## config.mk

```make
export PLATFORM = sky130hd
export DESIGN_NAME = rr_mux_arbiter_flat
export DESIGN_NICKNAME = d
export VERILOG_FILES = /design/src/rtl/rr_mux_arbiter_if.sv /design/src/rtl/rr_mux_arbiter.sv /design/src/flat_wrapper.sv
export SDC_FILE = /design/constraint.sdc
export NUM_CORES = 1
export LEC_CHECK = 0
export BUFFER_PORTS_ARGS = -buffer_cell sky130_fd_sc_hd__buf_2
export CAP_MARGIN = 20
export CORE_AREA = 8 8 67 69
export CTS_BUF_LIST = sky130_fd_sc_hd__clkbuf_4 sky130_fd_sc_hd__clkbuf_8
export DETAILED_ROUTE_END_ITERATION = 10
export DIE_AREA = 0 0 75 77
export PLACE_DENSITY = 0.69
export SLEW_MARGIN = 20
export SYNTH_ARGS = -nofsm -noshare
export SYNTH_HDL_FRONTEND = slang
export SYNTH_SLANG_ARGS = --single-unit
```

## constraint.sdc

```tcl
create_clock -name clk -period 1.9 [get_ports clk]
set_clock_uncertainty 0.1 [all_clocks]
set_input_delay 0 -clock clk [delete_from_list [all_inputs] [get_ports clk]]
set_output_delay 0 -clock clk [all_outputs]
set_load 0.01 [all_outputs]
```

## src/rtl/rr_mux_arbiter_if.sv

```systemverilog
// Shared request/data bus between N requesters and the round-robin mux arbiter.
// The master side drives requests and data; the slave (arbiter) returns grant and muxed data.
interface rr_mux_arbiter_if #(
    parameter int unsigned N_REQ = 4,
    parameter int unsigned DW    = 8,
    parameter int unsigned SEL_W = 2
);

    logic [N_REQ-1:0]    req;
    logic [N_REQ*DW-1:0] din;
    logic [N_REQ-1:0]    gnt;
    logic [SEL_W-1:0]    sel;
    logic [DW-1:0]       dout;
    logic                dout_vld;
    logic                busy;

    modport master (
        output req,
        output din,
        input  gnt,
        input  sel,
        input  dout,
        input  dout_vld,
        input  busy
    );

    modport slave (
        input  req,
        input  din,
        output gnt,
        output sel,
        output dout,
        output dout_vld,
        output busy
    );

endinterface

```

## src/rtl/rr_mux_arbiter.sv

```systemverilog
// Round-robin arbiter driving an N:1 data mux; grants one owner at a time for up to
// MAX_BURST transfers and registers the selected word onto a single output with a valid flag.
module rr_mux_arbiter #(
    parameter int unsigned N_REQ     = 4,
    parameter int unsigned DW        = 8,
    parameter int unsigned SEL_W     = 2,
    parameter int unsigned MAX_BURST = 4
) (
    input  logic              clk,
    input  logic              rst_n,
    rr_mux_arbiter_if.slave   bus
);

    localparam int unsigned     CntW    = (MAX_BURST > 1) ? $clog2(MAX_BURST) : 1;
    localparam logic [SEL_W-1:0] LastIdx = SEL_W'(N_REQ - 1);
    localparam logic [CntW-1:0]  LastCnt = CntW'(MAX_BURST - 1);

    typedef enum logic [0:0] {
        StIdle,
        StGrant
    } state_e;

    // Returns {found, index}: first requester at or after start, wrapping modulo N_REQ.
    function automatic logic [SEL_W:0] rr_pick(input logic [N_REQ-1:0] r,
                                               input logic [SEL_W-1:0] start);
        logic [SEL_W:0]   res;
        logic [SEL_W-1:0] idx;
        res = '0;
        for (int unsigned i = 0; i < N_REQ; i++) begin
            idx = SEL_W'((32'(start) + i) % N_REQ);
            if (!res[SEL_W] && r[idx]) begin
                res = {1'b1, idx};
            end
        end
        return res;
    endfunction

    function automatic logic [N_REQ-1:0] one_hot(input logic [SEL_W-1:0] idx);
        logic [N_REQ-1:0] oh;
        oh      = '0;
        oh[idx] = 1'b1;
        return oh;
    endfunction

    state_e            state_q;
    logic [SEL_W-1:0]  ptr_q;
    logic [CntW-1:0]   cnt_q;
    logic [SEL_W-1:0]  sel_q;
    logic [N_REQ-1:0]  gnt_q;
    logic [DW-1:0]     dout_q;
    logic              vld_q;

    logic              granted;
    logic              xfer;
    logic              release_now;
    logic [SEL_W-1:0]  ptr_next;
    logic [SEL_W:0]    pick_idle;
    logic [SEL_W:0]    pick_rel;
    logic [DW-1:0]     word;

    always_comb begin
        granted     = (state_q == StGrant);
        xfer        = granted && bus.req[sel_q];
        release_now = granted && (!bus.req[sel_q] || (cnt_q == LastCnt));
        ptr_next    = (sel_q == LastIdx) ? '0 : sel_q + SEL_W'(1);
        pick_idle   = rr_pick(bus.req, ptr_q);
        // Previous owner drops to lowest priority by scanning from the slot after it.
        pick_rel    = rr_pick(bus.req, ptr_next);
    end

    always_comb begin
        word = '0;
        for (int unsigned k = 0; k < N_REQ; k++) begin
            if (sel_q == SEL_W'(k)) begin
                word = bus.din[k*DW +: DW];
            end
        end
    end

    always_ff @(posedge clk) begin
        if (!rst_n) begin
            state_q <= StIdle;
            ptr_q   <= '0;
            cnt_q   <= '0;
            sel_q   <= '0;
            gnt_q   <= '0;
            dout_q  <= '0;
            vld_q   <= 1'b0;
        end else begin
            case (state_q)
                StIdle: begin
                    vld_q <= 1'b0;
                    if (pick_idle[SEL_W]) begin
                        state_q <= StGrant;
                        sel_q   <= pick_idle[SEL_W-1:0];
                        gnt_q   <= one_hot(pick_idle[SEL_W-1:0]);
                        cnt_q   <= '0;
                    end
                end
                StGrant: begin
                    vld_q <= xfer;
                    if (xfer) begin
                        dout_q <= word;
                    end
                    if (release_now) begin
                        ptr_q <= ptr_next;
                        if (pick_rel[SEL_W]) begin
                            sel_q <= pick_rel[SEL_W-1:0];
                            gnt_q <= one_hot(pick_rel[SEL_W-1:0]);
                            cnt_q <= '0;
                        end else begin
                            state_q <= StIdle;
                            gnt_q   <= '0;
                        end
                    end else begin
                        cnt_q <= cnt_q + CntW'(1);
                    end
                end
                default: begin
                    state_q <= StIdle;
                    gnt_q   <= '0;
                    vld_q   <= 1'b0;
                end
            endcase
        end
    end

    assign bus.gnt      = gnt_q;
    assign bus.sel      = sel_q;
    assign bus.dout     = dout_q;
    assign bus.dout_vld = vld_q;
    assign bus.busy     = (state_q == StGrant);

    a_gnt_onehot0 : assert property (@(posedge clk) disable iff (!rst_n) $onehot0(gnt_q));
    a_gnt_matches : assert property (@(posedge clk) disable iff (!rst_n)
                                     (state_q == StGrant) |-> (gnt_q == one_hot(sel_q)));
    a_cnt_bound   : assert property (@(posedge clk) disable iff (!rst_n) (cnt_q <= LastCnt));

endmodule

```

## src/flat_wrapper.sv

```systemverilog
// flat-port wrapper written by rule: the top's interface ports become plain ports
module rr_mux_arbiter_flat 
#(
    parameter int unsigned N_REQ     = 4,
    parameter int unsigned DW        = 8,
    parameter int unsigned SEL_W     = 2,
    parameter int unsigned MAX_BURST = 4
)
  (clk, rst_n, bus_req, bus_din, bus_gnt, bus_sel, bus_dout, bus_dout_vld, bus_busy);
  rr_mux_arbiter_if #(.N_REQ(N_REQ), .DW(DW), .SEL_W(SEL_W)) bus_i ();
  input  logic clk;
  input  logic rst_n;
  input wire logic [$bits(bus_i.req)-1:0] bus_req;
  input wire logic [$bits(bus_i.din)-1:0] bus_din;
  output wire logic [$bits(bus_i.gnt)-1:0] bus_gnt;
  output wire logic [$bits(bus_i.sel)-1:0] bus_sel;
  output wire logic [$bits(bus_i.dout)-1:0] bus_dout;
  output wire logic [$bits(bus_i.dout_vld)-1:0] bus_dout_vld;
  output wire logic [$bits(bus_i.busy)-1:0] bus_busy;
  assign bus_i.req = bus_req;
  assign bus_i.din = bus_din;
  assign bus_gnt = bus_i.gnt;
  assign bus_sel = bus_i.sel;
  assign bus_dout = bus_i.dout;
  assign bus_dout_vld = bus_i.dout_vld;
  assign bus_busy = bus_i.busy;
  rr_mux_arbiter #(.N_REQ(N_REQ), .DW(DW), .SEL_W(SEL_W), .MAX_BURST(MAX_BURST)) u_core (.clk(clk), .rst_n(rst_n), .bus(bus_i));
endmodule
```

# Yosys cells after proc, flatten, opt, wreduce, memory -nomap -nowiden
# Cells that the tools add are included.
# word_totals
regBits	20
out_inout_bits	16
# classes
n_reduce_logical	24
eq_ne	8
magnitude_cmp	13
n_bitwise	1
mux	52
addsub	8
# ops
operator	count
2-bit by 3-bit < comparator with 1-bit output, second input constant	11
8-bit 2-to-1 mux	4
3-bit 2-to-1 mux	8
1-bit binary-select mux with 2-bit select	9
1-bit 2-to-1 mux	14
2-bit 2-to-1 mux	7
4-bit 2-to-1 mux	3
1-bit logical AND	10
2-bit by 1-bit adder with 2-bit output, second input constant	4
2-bit adder, second input constant	4
2-bit case mux with 2 select lines	2
4-bit case mux with 2 select lines	1
2-bit AND reduction	4
1-bit logical NOT	7
2-bit equality test, second input constant	3
1-bit demux with 2-bit select	2
2-bit by 1-bit greater-or-equal comparator with 1-bit output, second input constant	2
2-bit inequality test, second input constant	2
1-bit case mux with 2 select lines	2
3-bit inequality test, second input constant	1
3-bit AND reduction	1
2-bit by 1-bit equality test with 1-bit output, second input constant	1
2-bit logical NOT	1
2-bit by 1-bit inequality test with 1-bit output, second input constant	1
other kinds (2)	2

# Depth between registers and ports, before layout
# depth
ltp_word	21
mapped_depth	8
mapped_depth_nobuf	7

# Worst setup path after synthesis
# OpenSTA, ideal clock, no wires.
# synth_timing
path_type	flip-flop to flip-flop
from	reg u_core.sel_q[0] (netlist: u_core.bus.sel[0])
to	reg u_core.sel_q[1] (netlist: u_core.bus.sel[1])
slack_ns	-0.136
path_stages_with_launch	9
period_less_slack_ns	2.036
t_arrival_ns	1.807
path_cell_list	dfxtp_1 > inv_1 > ha_1 > clkbuf_1 > a21oi_1 > o21a_1 > o22a_1 > a211oi_1 > a211oi_1
# synth_via
elab_chain_cells	17
word_cells_on_any_way	35
classes_between	add/sub: 4; eq/ne: 3; mux: 18; reduce/logical: 10
# synth_rtl
element	line_no	source
start: declaration	rr_mux_arbiter.sv:48	logic [SEL_W-1:0] sel_q;
start signal: assignment	rr_mux_arbiter.sv:95	sel_q <= pick_idle[SEL_W-1:0];
start signal: assignment	rr_mux_arbiter.sv:108	sel_q <= pick_rel[SEL_W-1:0];
2-bit by 1-bit adder with 2-bit output / 2-bit equality test (equally long branches)	rr_mux_arbiter.sv:65	ptr_next = (sel_q == LastIdx) ? '0 : sel_q + SEL_W'(1);
2-bit 2-to-1 mux *	rr_mux_arbiter.sv:65	
named net u_core.ptr_next[1]	rr_mux_arbiter.sv:56	logic [SEL_W-1:0] ptr_next;
parallel branches: the longest is 11 deep, another holds 2-bit by 1-bit adder with 2-bit output	n/a	
3-bit 2-to-1 mux *	rr_mux_arbiter.sv:31	if (!res[SEL_W] && r[idx]) begin
2-bit 2-to-1 mux	rr_mux_arbiter.sv:107	if (pick_rel[SEL_W]) begin
2-bit 2-to-1 mux	rr_mux_arbiter.sv:105	if (release_now) begin
2-bit case mux with 2 select lines	rr_mux_arbiter.sv:90	case (state_q)
# Mark *: on every way through the listed nets, which the timed path passes. The select of a mux whose other input is x is not followed.
# A chain may end at the register's enable or synchronous reset.

# Final worst setup path
# layout_timing
from	reg u_core.sel_q[0] (netlist: u_core.bus.sel[0])
to	reg u_core.gnt_q[2] (netlist: u_core.bus.gnt[2])
# layout_via
elab_chain_cells	21
word_cells_on_any_way	39
classes_between	add/sub: 4; order compare: 2; eq/ne: 2; mux: 20; reduce/logical: 11
# layout_rtl
element	line_no	source
parallel branches: the longest is 21 deep, another holds 2-bit by 1-bit adder with 2-bit output	n/a	
end signal: assignment	rr_mux_arbiter.sv:96	gnt_q <= one_hot(pick_idle[SEL_W-1:0]);
end signal: assignment	rr_mux_arbiter.sv:109	gnt_q <= one_hot(pick_rel[SEL_W-1:0]);
end: declaration	rr_mux_arbiter.sv:49	logic [N_REQ-1:0] gnt_q;
# Several ways; the timed one is not identified. The select of a mux whose other input is x is not followed.

==> impl_metrics.py <==
metrics = {
    "drt": {
        "finalWirelength_microns": 4230,
        "wl_per_cell_microns": 14.0,
        "drt_iter0_markers": 130,
        "drc": 0,
        "routed_via_density": 5.17,
        "num_vias": 1562,
        "drtPass1Iterations": 4,
        "postRouteAntennaNets": 0,
    },
    "timing": {
        "worstMarginPinSlew_ns": 0.633,
        "post-route-period-util": 0.975,
        "maxSlewViolCount": 0,
        "hold_violations": 0,
        "finalCriticalPeriod_ns": 1.85,
        "setup_viol": 0,
        "slew_headroom": 0.574,
        "grt_setup_unrepaired": "true",
        "final.setup.worst_slack_ns": 0.0472,
        "fmax_mhz": 540,
    },
    "global_routing": {
        "gr-usage-met1": 0.162,
        "grt_use_total": 0.143,
        "grt_max_degree": 17,
        "busiest_layer": "met2",
        "gr-total-overflow": 0,
        "grt_antenna_before_repair": 1,
        "grt_pass1_wl_microns": 6770,
        "grt_util_met3": 0.0208,
        "use_met2": 0.253,
        "grt_pass1_vias": 1533,
    },
    "synthesis": {
        "ys_seq_area_frac": 0.303,
        "synth_area_sq_um": 1320,
        "synth.net_count": 220,
        "synth_area_per_cell_sq_um": 7.47,
        "yosysWarningCount": 0,
        "synth_cell_types": 36,
        "postSynthCellCount": 177,
        "synth_seq_cells": 20,
    },
    "job": {
        "drv_cap": 0,
    },
    "worst_setup_path": {
        "crit_slowest_cell": "dfxtp_4",
        "reg2reg_depth": 6,
        "ff2ff_setup_slack_ns": 0.05,
        "critPathCaptureType": "flop",
        "worstPathRequired_ns": 1.99,
        "cp_data_arrival_time_ns": 1.94,
        "r2r_start": "u_core.bus.sel[0]",
        "worstPathCellList": "ha_1, or2_4, o21a_1, o22a_1, a32oi_2, a21oi_1",
        "r2r_end": "u_core.bus.gnt[2]",
        "setup.worst_path.class": "flop to flop",
        "startpoint_type": "flop",
        "crit_fanout": 6,
        "max_stage_delay_ns": 0.39,
    },
    "place": {
        "placed_cell_area_sq_um": 1670,
        "dp_hpwl_microns": 2920,
        "gp_congestion": 0.882,
        "post-place-ws_ns": -0.00684,
        "place_inst": 276,
        "port_buffers": 53,
    },
    "hold_path": {
        "hp-class": "input port to flop",
        "hold_depth": 5,
        "min-delay-start": "bus_din[8]",
        "worstHoldEndpoint": "u_core.bus.dout[0]",
    },
    "cts": {
        "tritoncts": "done",
        "numCtsBuffers": 3,
        "clockRootBuffer": "clkbuf_4",
        "h-tree-depth": 1,
        "clkSlewWorstSetupHoldPaths_ns": 0.12,
        "clock-sinks": 20,
        "clock_latency_ns": 0.31,
        "clockBufferDepth": 2,
    },
    "finish": {
        "nNetsFinal": 297,
        "layout_commonest_cell": "buf_2",
        "stdcell_count": 302,
        "drive_gt1_frac": 0.312,
        "fin_area_sq_um": 1950,
        "area_growth_pct": 47.5,
        "final_cell_mix": "53 x buf_2, 29 x a21oi_1, 22 x o21ai_0",
    },
    "floorplan": {
        "die_h_microns": 77,
        "dieWidth_microns": 75,
        "ios": 54,
        "initial_core_util": 0.378,
        "core.rowCount": 22,
        "core_sq_um": 3500,
        "die-area_sq_um": 5780,
    },
    "power": {
        "swShare": 0.333,
        "combPwrFrac": 0.418,
        "p_seq_frac": 0.345,
        "peakVddDrop_mv": 0.437,
        "leakagePower_nw": 0.916,
        "clock_power_share": 0.237,
        "p_sw_mw": 0.492,
        "internal_power_mw": 0.987,
        "power_density_nw_per_um2": 758,
    },
    "status": {
        "status": "finished, final reports clean",
    },
}
## routing by layer
| metal | wire length [microns] | up-vias |
|---|---|---|
| li1 | - | 793 |
| met1 | 1670 | 721 |
| met2 | 2270 | 40 |
| met3 | 197 | 8 |
| met4 | 81 | 0 |
| met5 | 0 | - |
## how the worst max path moves through the flow
stage                      startpoint  slack, ns                 to
floorplan           u_core.bus.sel[0]      0.006  u_core.bus.sel[1]
global placement    u_core.bus.sel[0]       0.04  u_core.bus.gnt[2]
detailed placement  u_core.bus.sel[0]     -0.007  u_core.bus.gnt[2]
CTS                 u_core.bus.sel[0]       0.01  u_core.bus.gnt[2]
global route        u_core.bus.sel[0]      -0.04  u_core.bus.gnt[2]
finish              u_core.bus.sel[0]       0.05  u_core.bus.gnt[2]
## what timing repair did
action | in CTS | in global routing
pin swaps | 0 | 3
setup endpoints to repair | 3 | 6
gates resized for setup | 2 | 4
hold buffers | 19 | 0
buffers inserted | 0 | 2
endpoints found under the hold margin | 12 | 0
## state kept, by name, indices dropped and copies added (netlist names)
signal               flops
u_core.bus.dout          8
u_core.bus.gnt           4
u_core.bus.sel           2
u_core.cnt_q             2
u_core.ptr_q             2
u_core.bus.busy          1
u_core.bus.dout_vld      1
## cell families after synthesis
| kind of cell | after synthesis | synth area share |
|---|---|---|
| AO/OA/AOI/OAI | 76 | 0.344 |
| adder cells (fa/ha/maj) | 5 | 0.0473 |
| AND/OR/NAND/NOR | 50 | 0.190 |
| buffers and inverters | 23 | 0.0833 |
| multiplexers | 3 | 0.0322 |
| flip-flops | 20 | 0.303 |
## Yosys cell counts
cell type / instances / area, sq um
a211oi_1: 4 / 30.0
a21oi_1: 29 / 145
a221oi_1: 2 / 17.5
a22oi_1: 1 / 7.51
a22oi_4: 1 / 21.3
a311oi_1: 1 / 8.76
a31oi_1: 2 / 12.5
a32oi_1: 2 / 17.5
and2_4: 1 / 8.76
and3_1: 2 / 12.5
buf_2: 1 / 5.00
buf_6: 3 / 33.8
clkbuf_1: 8 / 30.0
dfxtp_1: 20 / 400
ha_1: 5 / 62.6
inv_1: 11 / 41.3
mux2i_1: 2 / 20.0
mux4_2: 1 / 22.5
nand2_1: 15 / 56.3
nand2b_1: 4 / 25.0
nand3_1: 2 / 10.0
nor2_1: 8 / 30.0
nor2b_1: 5 / 31.3
nor3_1: 6 / 30.0
nor3b_1: 1 / 7.51
nor4_1: 1 / 6.26
nor4b_1: 1 / 8.76
o211a_1: 2 / 20.0
o21a_1: 1 / 7.51
o21ai_0: 23 / 115
o21ai_1: 5 / 25.0
o21ba_2: 1 / 10.0
o221ai_1: 1 / 8.76
o22a_1: 1 / 8.76
or2_1: 2 / 12.5
or3_1: 2 / 12.5
## worst max-delay path: cells and delay by family (launching register included)
family          cells  cell delay (ns)
compound gates      4             0.72
fa+ha+maj           1             0.24
flops               1             0.39
simple gates        1             0.28
## power groups by stage
stage | clock network, mW | logic, mW | registers [mW]
after floorplan | 0 | 0.345 | 0.534
after global placement | 0 | 0.544 | 0.517
after detailed placement | 0 | 0.542 | 0.518
after CTS | 0.363 | 0.577 | 0.510
after global routing | 0.381 | 0.689 | 0.518
final | 0.350 | 0.618 | 0.510
## stage by stage
stage / power (mW) / util / hold slack (ns) / setup TNS [ns]
after floorplan: 0.879 / - / 0.0417 / 0
after global placement: 1.06 / 0.476 / 0.187 / 0
after detailed placement: 1.06 / 0.476 / 0.196 / -0.00684
after CTS: 1.45 / 0.547 / 0.00906 / 0
after global routing: 1.59 / 0.558 / 0.0482 / -0.107
final: 1.48 / 0.558 / 0.0161 / 0
## layout make-up
class	instances	area, sq um
clock buffers	3	22.5
multi-input cells	134	845
fillers	337	1550
diodes	1	2.50
flip-flops and latches	20	404
clock inverters	1	30.0
well taps	48	60.1
inverters	11	41.3
repair buffers	84	546
Power figures use the tool's default switching activity.
